**src/rtl/round_robin_fifo_arbiter.sv**
```systemverilog
`default_nettype none
// ============================================================================
// Module      : round_robin_fifo_arbiter
// Description : Four write-side FIFOs drained one entry per turn by a fixed
//               A->B->C->D rotation. Optional macro RR_ARB_DOUT_HOLD_EN keeps
//               dout at its last read value while valid is low.
// Revision    : 1.0 - initial release
// ============================================================================
module round_robin_fifo_arbiter #(
    parameter int DATA_W = 8,
    parameter int DEPTH  = 8
) (
    input  logic              clk,
    input  logic              rst_n,
    input  logic [3:0]        wen,
    input  logic [DATA_W-1:0] a,
    input  logic [DATA_W-1:0] b,
    input  logic [DATA_W-1:0] c,
    input  logic [DATA_W-1:0] d,
    output logic [DATA_W-1:0] dout,
    output logic              valid
);

    localparam int             PTR_W        = $clog2(DEPTH);
    localparam logic [PTR_W:0] c_full_count = (PTR_W + 1)'(DEPTH);

    logic [3:0][DATA_W-1:0] w_din;
    logic [3:0][DATA_W-1:0] w_head;
    logic [3:0]             w_empty;
    logic [3:0]             w_pop;
    logic [3:0]             w_sel_onehot;
    logic [1:0]             r_sel;

    assign w_din        = {d, c, b, a};
    assign w_sel_onehot = 4'b0001 << r_sel;

    genvar gi;
    generate
        for (gi = 0; gi < 4; gi++) begin : g_fifo
            logic [DATA_W-1:0] r_mem [DEPTH];
            logic [PTR_W-1:0]  r_wptr;
            logic [PTR_W-1:0]  r_rptr;
            logic [PTR_W:0]    r_count;
            logic              w_push;

            // A pop needs wen low on the same FIFO, so push and pop never coincide here.
            assign w_empty[gi] = (r_count == '0);
            assign w_push      = wen[gi] && (r_count != c_full_count);
            assign w_pop[gi]   = w_sel_onehot[gi] && !wen[gi] && !w_empty[gi];
            assign w_head[gi]  = r_mem[r_rptr];

            always_ff @(posedge clk) begin
                if (!rst_n) begin
                    r_wptr  <= '0;
                    r_rptr  <= '0;
                    r_count <= '0;
                end else begin
                    if (w_push) begin
                        r_wptr  <= r_wptr + 1'b1;
                        r_count <= r_count + 1'b1;
                    end
                    if (w_pop[gi]) begin
                        r_rptr  <= r_rptr + 1'b1;
                        r_count <= r_count - 1'b1;
                    end
                end
            end

            always_ff @(posedge clk) begin
                if (rst_n && w_push) begin
                    r_mem[r_wptr] <= w_din[gi];
                end
            end
        end
    endgenerate

    always_ff @(posedge clk) begin
        if (!rst_n) begin
            r_sel <= 2'd0;
            dout  <= '0;
            valid <= 1'b0;
        end else begin
            r_sel <= r_sel + 2'd1;
            valid <= |w_pop;
`ifdef RR_ARB_DOUT_HOLD_EN
            if (|w_pop) begin
                dout <= w_head[r_sel];
            end
`else
            dout <= (|w_pop) ? w_head[r_sel] : '0;
`endif
        end
    end

endmodule
`default_nettype wire

```
**config.mk**
```make
export PLATFORM = sky130hd
export DESIGN_NAME = round_robin_fifo_arbiter
export DESIGN_NICKNAME = d
export VERILOG_FILES = /design/src/rtl/round_robin_fifo_arbiter.sv
export SDC_FILE = /design/constraint.sdc
export NUM_CORES = 1
export LEC_CHECK = 0
export CAP_MARGIN = 10
export CORE_MARGIN = 2
export CORE_UTILIZATION = 65
export DETAILED_ROUTE_END_ITERATION = 16
export GPL_TIMING_DRIVEN = 0
export PLACE_DENSITY = 0.84
export SYNTH_ARGS = -nofsm -noshare
export SYNTH_HDL_FRONTEND = slang
export SYNTH_SLANG_ARGS = --single-unit
```
**constraint.sdc**
```tcl
create_clock -name clk -period 4.05 [get_ports clk]
set_clock_uncertainty 0.15 [all_clocks]
set_input_delay 0.81 -clock clk [delete_from_list [all_inputs] [get_ports clk]]
set_output_delay 0.81 -clock clk [all_outputs]
set_load 0.03 [all_outputs]
```
==> flow_summary_export.csv, run 1 <==
group,metric,value,unit
run_status,status,"complete, no violations",
cts,cts_tree,"yes",
worst_setup_path,path_max_fanout,10,
worst_setup_path,crit_required,4340,ps
cts,clock-root-buffer,"clkbuf_16",
yosys,synthFlopType,"edfxtp_1",
detailed_routing,met2_length,12600,um
detailed_routing,wl_met3,1710,um
global_routing,grt.total_usage,25.7,%
yosys,ys_ff_latch,319,
yosys,synthArstFlopShare,0,%
worst_setup_path,path_cells,"clkbuf_1, clkbuf_1, inv_1, ha_1, nand2b_1, nor2_1, mux2_2, ha_1, nor4_1, a21oi_1, xnor2_1, and2_1",
power_and_ir_drop,p_per_area,487,nW/um^2
yosys,synth_edf_count,256,
global_routing,grt_pass1_wl,39300,um
job,maxCapViolations,0,
cts,insertion_delay,560,ps
floorplan,dieHeight,143,um
layout,final_common_cell,"edfxtp_1",
detailed_routing,routed_via_density,6.23,
layout,area_growth,15.7,%
sta,min_period_over_period,84.9,%
sta,rsz0062_at_grt,"no",
cts,numCtsBuffers,30,
detailed_routing,drc,0,
worst_setup_path,path_class,"reg2reg",
cts,cts_buffer_depth,3,
yosys,synth_compound_area_share,2.20,%
layout,antenna_cells,0,
yosys,synthSimpleGateAreaFrac,6.44,%
sta,min_period,3440,ps
yosys,avgSynthCellArea,17.7,um^2
floorplan,fp.coreArea,18800,um^2
layout,seq_area,8950,um^2
yosys,synth_cell_types,48,
detailed_routing,wl,25500,um
layout,multiInputGateArea,3500,um^2
yosys,ys_seq_area_share,71.0,%
worst_setup_path,path_buf_inv,3,
worst_setup_path,crit_family,"buffers and inverters",
power_and_ir_drop,vdd_drop_max,0.573,mV
layout,drive_above_1_share,21.4,%
detailed_routing,first_pass_iters,5,
hold_path,hp-start,"g_fifo[1].r_wptr[1]",
detailed_routing,drtIter0Drc,833,
cts,cts_setup_buffers,0,
worst_setup_path,reg2reg_slack,610,ps
yosys,synth_xor_area_share,1.81,%
global_routing,grt_antenna_before_repair,0,
detailed_routing,drt-met1-wl,10500,um
floorplan,io_pins,47,
sta,slew-limit-headroom,19.4,%
floorplan,die_area,20500,um^2
yosys,synth_warnings,0,
worst_setup_path,slowest_stage,"clkbuf_1",
worst_setup_path,r2r-end,"g_fifo[0].r_count[2]",
global_routing,grt_pass1_vias,7047,
worst_setup_path,r2r-start,"r_sel[1]",
sta,setup_viol,0,
worst_setup_path,crit_arrival,3730,ps
worst_setup_path,rr_worst_depth,12,
sta,max_clock_freq,291,MHz
detailed_routing,ant_nets,0,
cts,cts_hold_buf,0,
layout,fin_util,77.4,%
layout,fill_cells,1001,
layout,most-common-layout-cells,"256 x edfxtp_1, 64 x mux4_2, 63 x dfxtp_1",
worst_setup_path,crit_path_end_kind,"flip-flop",
place,port_buffers,46,
worst_setup_path,startpoint_type,"flip-flop",
cts,post_cts_resized,0,
hold_path,hold_depth,2,
cts,clk_pin_slew,70,ps
global_routing,overflow,0,
yosys,synthMuxAreaShare,15.3,%
hold_path,hold_path_class,"reg2reg",
sta,tightest_slew,1200,ps
detailed_routing,num_vias,6776,
yosys,synth_area,12600,um^2
cts,cts.sinks,319,
floorplan,start_util,66.9,%
sta,hold_viol,0,
sta,drv_slew,0,
floorplan,rows,50,
place,place.gp.congestion,0.806,
power_and_ir_drop,p_leak,4.80,nW
yosys,synth_fa_ha_area_share,1.85,%
layout,final_nets,860,
worst_setup_path,slowest_delay,510,ps
global_routing,grt_max_degree,16,
yosys,synth_top_family_by_area,"multiplexers",
hold_path,min_to,"g_fifo[1].r_wptr[1]",
place,hpwl,17000,um
yosys,synth_cells,710,
detailed_routing,highest_layer,"met4",
detailed_routing,wire_per_inst,23.4,um
cts,htree_levels,1,
yosys,synth_nets,766,
floorplan,die-width,143,um
power_and_ir_drop,total_power,7.11,mW
==> state kept, by name, indices dropped and copies added (netlist names), named ones only <==
| name | flops |
|---|---|
| g_fifo.r_rptr | 12 |
| g_fifo.r_mem | 256 |
| g_fifo.r_count | 16 |
| dout | 8 |
| g_fifo.r_wptr | 12 |
| valid | 1 |
| r_sel | 2 |
==> final cells by class <==
class / instances / share of cell area (%)
timing repair buffer: 62 / 3.90
sequential: 319 / 61.4
clock buffer: 35 / 5.42
tap: 260 / 2.23
inverter: 8 / 0.206
multi-input combinational: 352 / 24.0
clock inverter: 21 / 1.85
buffer: 31 / 0.987
==> tightest hold or removal path, cell delays in order, from the launching register on <==
cell and delay [ps]:
dfxtp_1 350, nand2_1 70, a21boi_0 70
==> power by group <==
group	total [mW]	internal (mW)	switching [mW]
clock	2.96	1.78	1.18
combinational	0.474	0.202	0.272
sequential	3.67	3.61	0.0603
total	7.11	5.59	1.51
==> stage by stage <==
| step | hold slack (ps) | worst slack, ps | TNS, ps | cells | area [um^2] |
|---|---|---|---|---|---|
| 6_report | 385 | 612 | 0 | 1088 | 14600 |
| 5_1_grt | 412 | 424 | 0 | 1088 | 14600 |
| 4_1_cts | 383 | 672 | 0 | 1087 | 14600 |
| 3_5_place_dp | 374 | 244 | 0 | 1031 | 13500 |
| 3_3_place_gp | 344 | -109 | -1460 | 1016 | 13400 |
| 2_1_floorplan | 331 | 1410 | 0 | 710 | 12600 |
==> layer usage <==
metal	vias up	GRT usage (%)
met5	-	0
met4	0	8.44
met3	61	3.42
met2	307	42.3
met1	3453	36.3
li1	2955	-
==> logic make-up after synthesis <==
kind of cell / Yosys count
flops: 319
buf+inv: 39
xor+xnor: 26
fa+ha+maj: 18
compound gates: 45
mux: 110
simple gates: 153
==> cell usage after synthesis, drive strengths merged, types with 2 or more instances <==
library cell	instances	share of area [%]
edfxtp	256	61
mux4	64	11
dfxtp	63	10
nor2	40	1.2
mux2i	27	2.1
and2	24	1.2
nand2	24	0.77
a21oi	21	0.83
mux2	19	1.7
buf	18	0.74
ha	17	1.7
nor2b	16	0.79
nor3	15	0.60
xnor2	14	0.97
clkbuf	13	0.40
nor4	12	0.65
xor2	12	0.83
inv	8	0.24
nand2b	8	0.40
o22ai	8	0.40
a21boi	5	0.30
nand3	5	0.30
o21ai	5	0.23
nand3b	2	0.12
nand4	2	0.099
==> how the worst max path moves through the flow <==
stage               startpoint                     to  slack (ps)  depth (start not counted)
floorplan               wen[3]  g_fifo[3].r_mem[4][0]        1410                          3
global placement         rst_n  g_fifo[1].r_mem[2][5]        -110                          4
detailed placement      wen[3]  g_fifo[3].r_mem[0][5]         240                          4
CTS                   r_sel[1]   g_fifo[0].r_count[2]         670                         12
global route          r_sel[1]   g_fifo[0].r_count[2]         420                         12
finish                r_sel[1]   g_fifo[0].r_count[2]         610                         12
Note: power is estimated with default switching activity, not from simulation.
==> inputs of run 2 (changes only) <==
--- a/config.mk
+++ b/config.mk
@@ -7,10 +7,10 @@
 export LEC_CHECK = 0
 export CAP_MARGIN = 10
 export CORE_MARGIN = 2
-export CORE_UTILIZATION = 65
+export CORE_UTILIZATION = 60
 export DETAILED_ROUTE_END_ITERATION = 16
 export GPL_TIMING_DRIVEN = 0
-export PLACE_DENSITY = 0.84
+export PLACE_DENSITY = 0.79
 export SYNTH_ARGS = -nofsm -noshare
 export SYNTH_HDL_FRONTEND = slang
 export SYNTH_SLANG_ARGS = --single-unit
==> constraint.sdc (replaced) <==
create_clock -name clk -period 3.4 [get_ports clk]
set_clock_uncertainty 0.15 [all_clocks]
set_input_delay 0.68 -clock clk [delete_from_list [all_inputs] [get_ports clk]]
set_output_delay 0.68 -clock clk [all_outputs]
set_load 0.03 [all_outputs]
==> flow_summary_export.csv, run 2 (same netlist as run 1, synthesis figures left out) <==
group,metric,value,unit
run_status,status,"complete, no violations",
hold_path,hp-start,"g_fifo[2].r_rptr[1]",
detailed_routing,drc,0,
layout,fin_util,70.2,%
sta,drv_slew,0,
global_routing,grt.total_usage,22.8,%
place,hpwl,16700,um
floorplan,io_pins,47,
global_routing,grt_pass1_wl,38000,um
power_and_ir_drop,clkPwrFrac,41.9,%
floorplan,dieHeight,149,um
place,place.gp.congestion,0.806,
power_and_ir_drop,switchingPower,1.80,mW
place,place_area,13500,um^2
worst_setup_path,crit_arrival,3340,ps
hold_path,hold_path_class,"reg2reg",
detailed_routing,wire_per_inst,22.0,um
detailed_routing,drtIter0Drc,525,
cts,numCtsBuffers,31,
power_and_ir_drop,p_leak,4.79,nW
detailed_routing,ant_nets,0,
worst_setup_path,slowest_stage,"dfxtp_1",
layout,fill_cells,1346,
detailed_routing,wl,24300,um
global_routing,grt_max_degree,16,
place,port_buffers,46,
cts,cts.sinks,319,
hold_path,hold_depth,2,
worst_setup_path,reg2reg_slack,350,ps
sta,max_clock_freq,328,MHz
layout,drive_above_1_share,21.4,%
worst_setup_path,slowest_delay,400,ps
detailed_routing,routed_via_density,5.89,
global_routing,grt_antenna_before_repair,0,
layout,most-common-layout-cells,"256 x edfxtp_1, 64 x mux4_2, 63 x dfxtp_1",
cts,cts_tree,"yes",
layout,area_growth,16.1,%
floorplan,fp.coreArea,20800,um^2
sta,setup_viol,0,
layout,largest_reg_flops,256,
detailed_routing,first_pass_iters,4,
power_and_ir_drop,p_per_area,579,nW/um^2
floorplan,rows,53,
layout,antenna_cells,0,
cts,htree_levels,1,
cts,cts_setup_buffers,0,
layout,final_common_cell,"edfxtp_1",
sta,slew-limit-headroom,32.6,%
power_and_ir_drop,switching_share,21.3,%
worst_setup_path,path_max_fanout,10,
layout,fin_area,14600,um^2
worst_setup_path,path_cells,"clkbuf_1, clkbuf_2, inv_1, ha_1, nand2b_1, nor2_1, mux2_2, ha_1, nor4_1, a21oi_1, xnor2_1, and2_1",
worst_setup_path,path_class,"reg2reg",
power_and_ir_drop,vdd_drop_max,0.467,mV
sta,timing.hold.ws,389,ps
worst_setup_path,r2r-end,"g_fifo[1].r_count[2]",
worst_setup_path,rr_worst_depth,12,
cts,insertion_delay,560,ps
cts,clock-root-buffer,"clkbuf_16",
layout,top_regs,"g_fifo.r_mem x256, g_fifo.r_count x16",
global_routing,overflow,0,
sta,tightest_slew,1010,ps
worst_setup_path,crit_path_end_kind,"flip-flop",
global_routing,grt_pass1_vias,6908,
layout,final_nets,861,
worst_setup_path,startpoint_type,"flip-flop",
power_and_ir_drop,seq_power_share,51.6,%
sta,rsz0062_at_grt,"no",
cts,clk_pin_slew,70,ps
floorplan,start_util,60.5,%
worst_setup_path,r2r-start,"r_sel[1]",
cts,cts_buffer_depth,3,
detailed_routing,num_vias,6506,
power_and_ir_drop,intPower,6.67,mW
floorplan,die-width,149,um
floorplan,die_area,22200,um^2
job,maxCapViolations,0,
sta,finalSetupTns,0,ps
sta,hold_viol,0,
worst_setup_path,critPathMostFrequentCell,"ha_1",
layout,max_flop_register,"g_fifo.r_mem",
sta,min_period_over_period,89.7,%
power_and_ir_drop,p_comb_share,6.5,%
sta,min_period,3050,ps
worst_setup_path,crit_required,3690,ps
==> run 2: changes by cell type in the layout (fill, tap and decap cells not counted), sizes merged <==
cell | before | now
clkinvlp | 2 | 6
clkbuf | 48 | 47
clkinv | 13 | 11
inv | 8 | 9
==> run 2: how the worst max path moves through the flow <==
stage | slack, ps | start | end
3_3_place_gp | -670 | rst_n | g_fifo[2].r_mem[2][3]
5_1_grt | 70 | r_sel[1] | g_fifo[1].r_count[2]
4_1_cts | 120 | r_sel[1] | g_fifo[1].r_count[2]
2_1_floorplan | 800 | r_sel[1] | g_fifo[0].r_count[2]
3_5_place_dp | -130 | rst_n | g_fifo[2].r_mem[3][3]
6_report | 350 | r_sel[1] | g_fifo[1].r_count[2]
==> run 2: power by group through the flow <==
stage / Combinational [mW] / Sequential, mW / Clock [mW]
final: 0.549 / 4.37 / 3.55
after global routing: 0.600 / 4.38 / 3.75
after CTS: 0.552 / 4.37 / 3.60
after detailed placement: 0.546 / 4.46 / 0
after global placement: 0.507 / 4.44 / 0
after floorplan: 0.312 / 4.46 / 0
==> run 2: per-layer routing <==
metal	GRT usage [%]	share of wire, %
met5	0	0
met4	5.62	1.7
met3	3.61	5.3
met2	38.5	51
met1	31.7	42
==> run 2: timing repair <==
item	4_1_cts	5_1_grt
hold buffers	0	0
endpoints found under the hold margin	0	0
setup endpoints to repair	0	2
resized for setup	0	2
==> run 2: worst max-delay path: cells and delay by family (launching register included) <==
family	cells	cell delay [ps]
muxes	1	310
buffers and inverters	3	710
AOI/OAI and AO/OA	1	90
and+or+nand+nor	4	720
DFF	1	400
adders and majority gates	2	410
xor gates and xnor gates	1	130
==> run 2: final cells by class <==
type | instances | area (um^2) | area share [%]
multi-input combinational | 352 | 3510 | 24.0
buffer | 31 | 145 | 0.992
inverter | 8 | 30.0 | 0.205
timing repair buffer | 62 | 576 | 3.93
clock buffer | 34 | 787 | 5.38
clock inverter | 24 | 287 | 1.96
sequential | 319 | 8950 | 61.2
tap | 275 | 344 | 2.35
==> run 2: per-stage QoR <==
stage                     total power, mW  std cells  setup WS, ps
after global placement               4.95       1031          -668
after detailed placement             5.00       1047          -127
final                                8.47       1105           350
after global routing                 8.74       1105          69.1
after floorplan                      4.77        710           797
after CTS                            8.53       1105           117
==> inputs of run 3 (changes only) <==
--- a/config.mk
+++ b/config.mk
@@ -5,6 +5,7 @@
 export SDC_FILE = /design/constraint.sdc
 export NUM_CORES = 1
 export LEC_CHECK = 0
+export ABC_CLOCK_PERIOD_IN_PS = 3400
 export CAP_MARGIN = 10
 export CORE_MARGIN = 2
 export CORE_UTILIZATION = 60
==> results of run 3 <==
Same layout as run 2: the final DEF is identical, and so are final timing and power.
==> RTL change: new RTL, flow settings as in run 3 <==
Change the parameter `DATA_W` from 8 to 6.
--- a/src/rtl/round_robin_fifo_arbiter.sv
+++ b/src/rtl/round_robin_fifo_arbiter.sv
@@ -8,5 +8,5 @@
 // ============================================================================
 module round_robin_fifo_arbiter #(
-    parameter int DATA_W = 8,
+    parameter int DATA_W = 6,
     parameter int DEPTH  = 8
 ) (
Ports: changed (5 resized); port bits go from 47 to 37. The function was not compared with the original's and may differ.
==> RTL change against run 3 <==
Wire length decreased by 18%. Power shrank 21%. Sequential cell count is 66 lower. Synthesized area is 19% lower. Setup slack better by 83 ps. Clock power shrank 22%. Non-clock buffer count decreased by 35. Cell area down 20%. Hold slack worse by 33 ps.
==> RTL change: results (changes against run 3) <==
synth:
  synth_edf_count: 192  # was 256
  synth_area_leaders: "edfxtp_1 56%, dfxtp_1 12%, mux4_2 4.4%, mux2i_1 4.2%, ha_1 2.1%"  # was edfxtp_1 61%, mux4_2 11%, dfxtp_1 10%, mux2i_1 2.1%, mux2_2 1.7%
  synth_nets: 685  # was 766
  yosysSeqAreaShare_pct: 68.2  # was 71.0%
  synth.distinct_cells: 53  # was 48
  synth_common_cells: "192 x edfxtp_1, 61 x dfxtp_1, 43 x mux2i_1"  # was 256 x edfxtp_1, 64 x mux4_2, 63 x dfxtp_1
status:
  status: "complete, no violations"  # unchanged
layout:
  fillers: 1070  # was 1,346
  reg_top3: "g_fifo.r_mem: 192 flops, g_fifo.r_count: 16 flops"  # was g_fifo.r_mem: 256 flops, g_fifo.r_count: 16 flops
  final_layout_size_suffix_gt1_share_pct: 13.5  # was 21.4%
  layout.nets: 751  # was 861
clock_tree:
  clk_latency_ps: 510  # was 560 ps
  cts_setup_buffers: 0  # unchanged
  cts_made_buffers: 25  # was 31
  clk_path_buf_depth: 3  # unchanged
setup_path:
  reg2reg_depth: 4  # was 12
  crit_fanout: 6  # was 10
  arrival_ps: 2950  # was 3340 ps
  reg2reg_slack_ps: 650  # was 350 ps
  critPathSlowestCell: "nor3_1"  # was dfxtp_1
  r2r_start: "g_fifo[1].r_count[1]"  # was r_sel[1]
  cp_top_family: "simple AND/OR/NAND/NOR gates"  # unchanged
  cp_slowest_stage_delay_ps: 920  # was 400 ps
  r2r_end: "g_fifo[1].r_mem[5][4]"  # was g_fifo[1].r_count[2]
grt:
  grt_max_degree: 15  # was 16
  grt_usage_pct: 22.9  # was 22.8%
  grt_pass1_vias: 5974  # was 6,908
  grt_first_pass_wirelength_mm: 31.9  # was 38.0 mm
route:
  vias_per_cell: 5.96  # was 5.89
  drt_iter0_drc: 360  # was 525
  first_pass_iters: 5  # was 4
  wl_mm: 19.9  # was 24.3 mm
placement:
  hpwl_mm: 13.5  # was 16.7 mm
  io_buffer_count: 36  # was 46
  dpl_cell_area_um2: 10900  # was 13,500 um^2
  finalWeightedCongestion: 0.840  # was 0.806
power_and_ir_drop:
  peakVddDrop_mv: 0.497  # was 0.467 mV
  p_leak_uw: 0.00386  # was 0.00479 uW
hold_path:
  hold_depth: 1  # was 2
  hp-start: "r_sel[0]"  # was g_fifo[2].r_rptr[1]
  min_path_type: "reg -> reg"  # unchanged
timing:
  worst_pin_slew_ps: 1140  # was 1010 ps
  holdWs_ps: 355  # was 389 ps
[RTL change: changes by cell type after synthesis, moves of 15 or more]
cell / change
a21oi_1: -16
edfxtp_1: -64
mux2i_1: +16
mux4_2: -44
nor2_1: -15
[RTL change: cells by family after synthesis]
family	count (synthesis)	share of synthesized area, %
xor+xnor	28	2.40
buf+inv	26	1.78
flops	253	68.2
mux	84	11.8
simple gates	163	8.54
compound gates	65	4.97
fa+ha+maj	18	2.27
[RTL change: metal layers]
metal	vias up	track usage (%)	wire length [um]
met3	47	3.79	994
li1	2590	-	-
met1	2809	29.3	8140
met5	-	0	0
met2	167	40.4	10200
met4	0	7.02	563
[RTL change: final cells by class]
| cell class | count | area share (%) |
|---|---|---|
| sequential | 253 | 59.6 |
| multi-input combinational | 358 | 26.2 |
| clock buffer | 36 | 5.78 |
| timing repair buffer | 39 | 3.20 |
| tap | 220 | 2.35 |
| buffer | 19 | 1.33 |
| clock inverter | 9 | 1.25 |
| inverter | 7 | 0.224 |
[RTL change: worst max-delay path by stage]
stage                            end   start  slack [ps]  depth (start not counted)
6_report       g_fifo[1].r_mem[5][4]  wen[1]         430                          4
3_3_place_gp   g_fifo[1].r_mem[1][4]   rst_n        -120                          4
2_1_floorplan   g_fifo[3].r_count[3]  wen[3]        1060                          8
3_5_place_dp   g_fifo[1].r_mem[5][4]  wen[1]         -60                          4
5_1_grt        g_fifo[3].r_mem[0][4]   rst_n         260                          4
4_1_cts        g_fifo[3].r_mem[0][4]   rst_n         470                          4
[RTL change: where the power goes]
| part | switching, uW | total, uW | internal [uW] |
|---|---|---|---|
| registers | 69.3 | 3470 | 3400 |
| logic | 257 | 460 | 203 |
| clock network | 1090 | 2770 | 1690 |
| total | 1410 | 6710 | 5290 |
[RTL change: worst register-to-register path: stages (launching register included)]
cell      delay (ps)
dfxtp_1          420
nor3_1           120
a21boi_0         520
nand2_1          230
nor3_1           920
[RTL change: through the flow]
stage	utilization (%)	instances	worst slack, ps	power [uW]
floorplan	-	637	1060	3810
finish	70.4	941	433	6710
CTS	70.4	940	474	6750
global placement	65.3	893	-117	3960
global route	70.4	941	264	6920
detailed placement	65.4	895	-61.3	3990
